File: src/rtl/seg7_scan_driver.sv
// Time-multiplexed 4-digit common-anode 7-seg driver with frame-synchronous double buffering
// and a one-cycle blank between digits. Optional blinking is enabled with `define SEG7_BLINK_EN.
module seg7_scan_driver #(
    parameter int REFRESH_DIV  = 100000,
    parameter int BLINK_FRAMES = 128
) (
    input  logic        clk,
    input  logic        rst,
    input  logic [15:0] digits_in,
    input  logic [3:0]  digit_en,
    input  logic        load,
    input  logic [3:0]  blink_mask,
    output logic [3:0]  an,
    output logic [6:0]  seg,
    output logic        frame_done
);
    localparam int PW = $clog2(REFRESH_DIV);

    logic [PW-1:0] presc_q, presc_d;
    logic [1:0]    idx_q, idx_d;
    logic [15:0]   pend_dig_q, pend_dig_d, act_dig_q, act_dig_d;
    logic [3:0]    pend_en_q, pend_en_d, act_en_q, act_en_d;
    logic          pend_valid_q, pend_valid_d;
    logic [3:0]    an_q, an_d;
    logic [6:0]    seg_q, seg_d;
    logic          fd_q, fd_d;
    logic          tick, boundary, lit;
    logic [3:0]    nib, dark;

    function automatic logic [6:0] decode(input logic [3:0] n);
        case (n)
            4'h0: decode = 7'b1000000;  4'h1: decode = 7'b1111001;
            4'h2: decode = 7'b0100100;  4'h3: decode = 7'b0110000;
            4'h4: decode = 7'b0011001;  4'h5: decode = 7'b0010010;
            4'h6: decode = 7'b0000010;  4'h7: decode = 7'b1111000;
            4'h8: decode = 7'b0000000;  4'h9: decode = 7'b0010000;
            4'hA: decode = 7'b0001000;  4'hB: decode = 7'b0000011;
            4'hC: decode = 7'b1000110;  4'hD: decode = 7'b0100001;
            4'hE: decode = 7'b0000110;  default: decode = 7'b0001110;
        endcase
    endfunction

`ifdef SEG7_BLINK_EN
    logic [31:0] fcnt_q;
    logic        phase_q;

    always_ff @(posedge clk or posedge rst) begin
        if (rst) begin
            fcnt_q  <= '0;
            phase_q <= 1'b0;
        end else if (boundary) begin
            if (fcnt_q == 32'(BLINK_FRAMES - 1)) begin
                fcnt_q  <= '0;
                phase_q <= ~phase_q;
            end else begin
                fcnt_q <= fcnt_q + 32'd1;
            end
        end
    end

    // Mask is live so the game core can start/stop blinking without a reload.
    assign dark = blink_mask & {4{phase_q}};
`else
    localparam int unused_blink_frames = BLINK_FRAMES;
    logic [3:0] unused_blink_mask;
    assign unused_blink_mask = blink_mask;
    assign dark = 4'b0000;
`endif

    assign tick     = (presc_q == PW'(REFRESH_DIV - 1));
    assign boundary = tick && (idx_q == 2'd3);
    assign nib      = act_dig_q[{idx_q, 2'b00} +: 4];
    assign lit      = act_en_q[idx_q] && !dark[idx_q];

    always_comb begin
        presc_d      = tick ? '0 : presc_q + PW'(1);
        idx_d        = tick ? idx_q + 2'd1 : idx_q;
        pend_dig_d   = load ? digits_in : pend_dig_q;
        pend_en_d    = load ? digit_en : pend_en_q;
        pend_valid_d = pend_valid_q || load;
        act_dig_d    = act_dig_q;
        act_en_d     = act_en_q;
        // A load coinciding with the boundary bypasses pending and commits directly.
        if (boundary && load) begin
            act_dig_d    = digits_in;
            act_en_d     = digit_en;
            pend_valid_d = 1'b0;
        end else if (boundary && pend_valid_q) begin
            act_dig_d    = pend_dig_q;
            act_en_d     = pend_en_q;
            pend_valid_d = 1'b0;
        end
        an_d  = 4'b1111;
        seg_d = 7'b1111111;
        if (!tick && lit) begin
            an_d  = ~(4'b0001 << idx_q);
            seg_d = decode(nib);
        end
        fd_d = boundary;
    end

    always_ff @(posedge clk or posedge rst) begin
        if (rst) begin
            presc_q      <= '0;
            idx_q        <= 2'd0;
            pend_dig_q   <= '0;
            pend_en_q    <= '0;
            pend_valid_q <= 1'b0;
            act_dig_q    <= '0;
            act_en_q     <= '0;
            an_q         <= 4'b1111;
            seg_q        <= 7'b1111111;
            fd_q         <= 1'b0;
        end else begin
            presc_q      <= presc_d;
            idx_q        <= idx_d;
            pend_dig_q   <= pend_dig_d;
            pend_en_q    <= pend_en_d;
            pend_valid_q <= pend_valid_d;
            act_dig_q    <= act_dig_d;
            act_en_q     <= act_en_d;
            an_q         <= an_d;
            seg_q        <= seg_d;
            fd_q         <= fd_d;
        end
    end

    assign an         = an_q;
    assign seg        = seg_q;
    assign frame_done = fd_q;
endmodule

File: config.mk
export PLATFORM = sky130hd
export DESIGN_NAME = seg7_scan_driver
export DESIGN_NICKNAME = d
export VERILOG_FILES = /design/src/rtl/seg7_scan_driver.sv
export SDC_FILE = /design/constraint.sdc
export NUM_CORES = 1
export LEC_CHECK = 0
export ABC_AREA = 1
export CORE_UTILIZATION = 50
export DETAILED_ROUTE_END_ITERATION = 7
export PLACE_DENSITY = 0.75
export SLEW_MARGIN = 20
export SYNTH_ARGS = -nofsm -noshare
export SYNTH_HDL_FRONTEND = slang
export SYNTH_SLANG_ARGS = --single-unit
File: constraint.sdc
create_clock -name clk -period 1.85 [get_ports clk]
set_input_delay 0.185 -clock clk [delete_from_list [all_inputs] [get_ports clk]]
set_output_delay 0.185 -clock clk [all_outputs]
set_load 0.01 [all_outputs]
==> impl_metrics.tcl <==
set metrics [dict create \
    outcome "complete, no violations" \
    crit_required_ns 2.10 \
    syn_inst 393 \
    reg2reg_from "idx_q[0]" \
    cp_slowest_stage_delay_ns 0.39 \
    fin_crit_sh 0.950 \
    start_util 0.518 \
    ant_nets 0 \
    fin_skew_ns 0.0117 \
    clock_latency_ns 0.35 \
    p_seq_frac 0.538 \
    crit_buf_inv 2 \
    nets 476 \
    grt_pass1_vias 2649 \
    end_kind "flop" \
    tritoncts "done" \
    cpMaxStageDelayCell "dfrtp_1" \
    critPathLaunchType "flop" \
    synth.top_cell.area_share 0.434 \
    die_x_um 85.9 \
    area_delta_synth_final_pct 20.2 \
    routed_via_density 5.03 \
    yosysMostFrequentCell "nand2_1" \
    fin_util 0.623 \
    hp-class "in2async" \
    cp_top_family "simple AND/OR/NAND/NOR gates" \
    power.share.clock 0.410 \
    slew_violations 0 \
    syn-num-nets 431 \
    antenna_found_initial 0 \
    p_int_mw 2.37 \
    drive_gt1_frac 0.158 \
    multi_input_area_mm2 0.00149 \
    pwr-share-comb 0.053 \
    cts_num_sinks 72 \
    fill_cells 586 \
    startpoint "idx_q[0]" \
    fin_crit_ns 1.76 \
    clockBufferDepth 2 \
    ys_warn_count 0 \
    p_per_area_mw_per_mm2 716 \
    ctsRootBufferMaster "clkbuf_8" \
    ys_seq_area_frac 0.516 \
    h-tree-depth 3 \
    core_area_mm2 0.00679 \
    setup_violations 0 \
    register_area_mm2 0.00182 \
    max-vdd-ir-drop_mv 0.483 \
    clk_pin_slew_ns 0.07 \
    drt_first_iter_violations 171 \
    path_cells "buf_4, nand2_1, nand3_1, nand2_1, inv_1, ha_1, nand3_1, nand2_1, nand2_1, nand3_1" \
    syn_avg_cell_area_um2 8.95 \
    rr_endpoint "seg[6]" \
    cpMostUsedCell "nand2_1" \
    yosysTopAreaCell "dfrtp_1" \
    synthDistinctLibCells 29 \
    critPathCapture "seg[6]" \
    ctsHoldBuffers 0 \
    synth_area_leaders "dfrtp_1 43%, nand2_1 12%, dfstp_2 8.2%" \
    synthTopCellsByCount "114 x nand2_1, 61 x dfrtp_1, 36 x nor2_1" \
    finalSetupTns_ns 0 \
    p_total_mw 3.03 \
    ys_ff_latch 72 \
    cp.arrival_ns 2.01 \
    drv_cap 0 \
    routed_wl_mm 6.72 \
    wire_per_inst_um 12.5 \
    synthFlopType "dfrtp_1" \
    io_buffer_count 34 \
    gp_congestion 0.946 \
    rows 30 \
    timing.slew.headroom 0.646 \
    leakagePower_nw 2.00 \
    synth_edf_count 0 \
    grt_pass1_wl_mm 12.0 \
    dieArea_mm2 0.00738 \
    chipHeight_um 85.9 \
    fin_ws_ns 0.0927 \
    max_freq_mhz 569 \
    post-place-ws_ns 0.138 \
    rsz0062_at_grt "no" \
    cts_made_buffers 9 \
    via_count 2710 \
    diodes 0 \
    critPathMaxFanout 14 \
    overflow 0 \
    netlist_area_mm2 0.00352 \
    worstMarginPinSlew_ns 0.530 \
    p_sw_frac 0.219 \
    io_pins 39 \
    path_class "reg2reg" \
    ys_async_sr_fraction 1.00 \
    route.detailed.drc 0 \
    worst-r2r-setup-slack_ns 0.09 \
    grt_max_degree 31 \
    switchingPower_mw 0.662 \
    dp_hpwl_mm 4.96 \
    timing_hold_violations_final 0 \
    cp.depth 10 \
    r2r.worst_path.cells 10 \
    grt_usage 0.210 \
    firstDrtPassIters 4 \
]
power by group through the flow:
stage	logic (mW)	registers [mW]	clock network, mW
global placement	0.161	1.66	0
finish	0.160	1.63	1.24
global route	0.179	1.63	1.34
detailed placement	0.164	1.66	0
CTS	0.165	1.63	1.27
floorplan	0.0848	1.65	0
metrics by stage:
step,cell area [um2],hold slack (ns),cells
global placement,4030,0.450,523
floorplan,3520,0.339,393
detailed placement,4030,0.456,523
global route,4230,0.305,539
CTS,4230,0.236,539
finish,4230,0.229,539
layout by cell type, fill, tap and decap left out, drive strengths merged, types with 12 or more instances in the layout:
cell,count
clkdlybuf4s50,34
dfrtp,61
inv,36
nand4,24
nor2,39
nand2,115
buf,12
mux2,20
nand3,33
layer usage:
layer  wire length, um  GRT usage
met1              3130      0.269
met2              3280      0.355
met3               184     0.0356
met4               126     0.0864
met5                 0          0
cells by family (layout without fill, tap and decap cells):
group | count (synthesis) | in the layout | synth area share
AND/OR/NAND/NOR | 222 | 222 | 0.280
adder cells (fa/ha/maj) | 11 | 11 | 0.0391
buffers and inverters | 49 | 99 | 0.0619
flip-flops | 72 | 72 | 0.516
XOR/XNOR | 8 | 8 | 0.0199
AO/OA/AOI/OAI | 11 | 11 | 0.0196
multiplexers | 20 | 20 | 0.0640
final cells by class:
class / count / share of cell area
Inverter: 37 / 0.0337
Clock buffer: 11 / 0.0334
Sequential cell: 72 / 0.429
Tap cell: 96 / 0.0284
Clock inverter: 5 / 0.0133
Multi-Input combinational cell: 272 / 0.351
Timing Repair Buffer: 46 / 0.111
what timing repair did:
| item | 4_1_cts | 5_1_grt |
|---|---|---|
| resized for setup | 0 | 1 |
| endpoints found under the setup margin | 0 | 4 |
| buffers inserted | 0 | 0 |
how the worst min path moves through the flow:
stage	from	end	slack (ns)	cells after the start
floorplan	load	pend_valid_q	0.34	2
global placement	presc_q[0]	presc_q[0]	0.45	1
detailed placement	presc_q[0]	presc_q[0]	0.46	1
CTS	rst	act_dig_q[0]	0.24	2
global route	rst	act_dig_q[4]	0.31	2
finish	rst	act_dig_q[4]	0.23	2
flip-flops by register name, indices dropped and copies added, names as in the netlist, 2 cells and up:
signal / cells
act_dig_q: 16
act_en_q: 4
an: 4
idx_q: 2
pend_dig_q: 16
pend_en_q: 4
presc_q: 17
seg: 7
No activity file was read; power rests on OpenSTA's default activity.
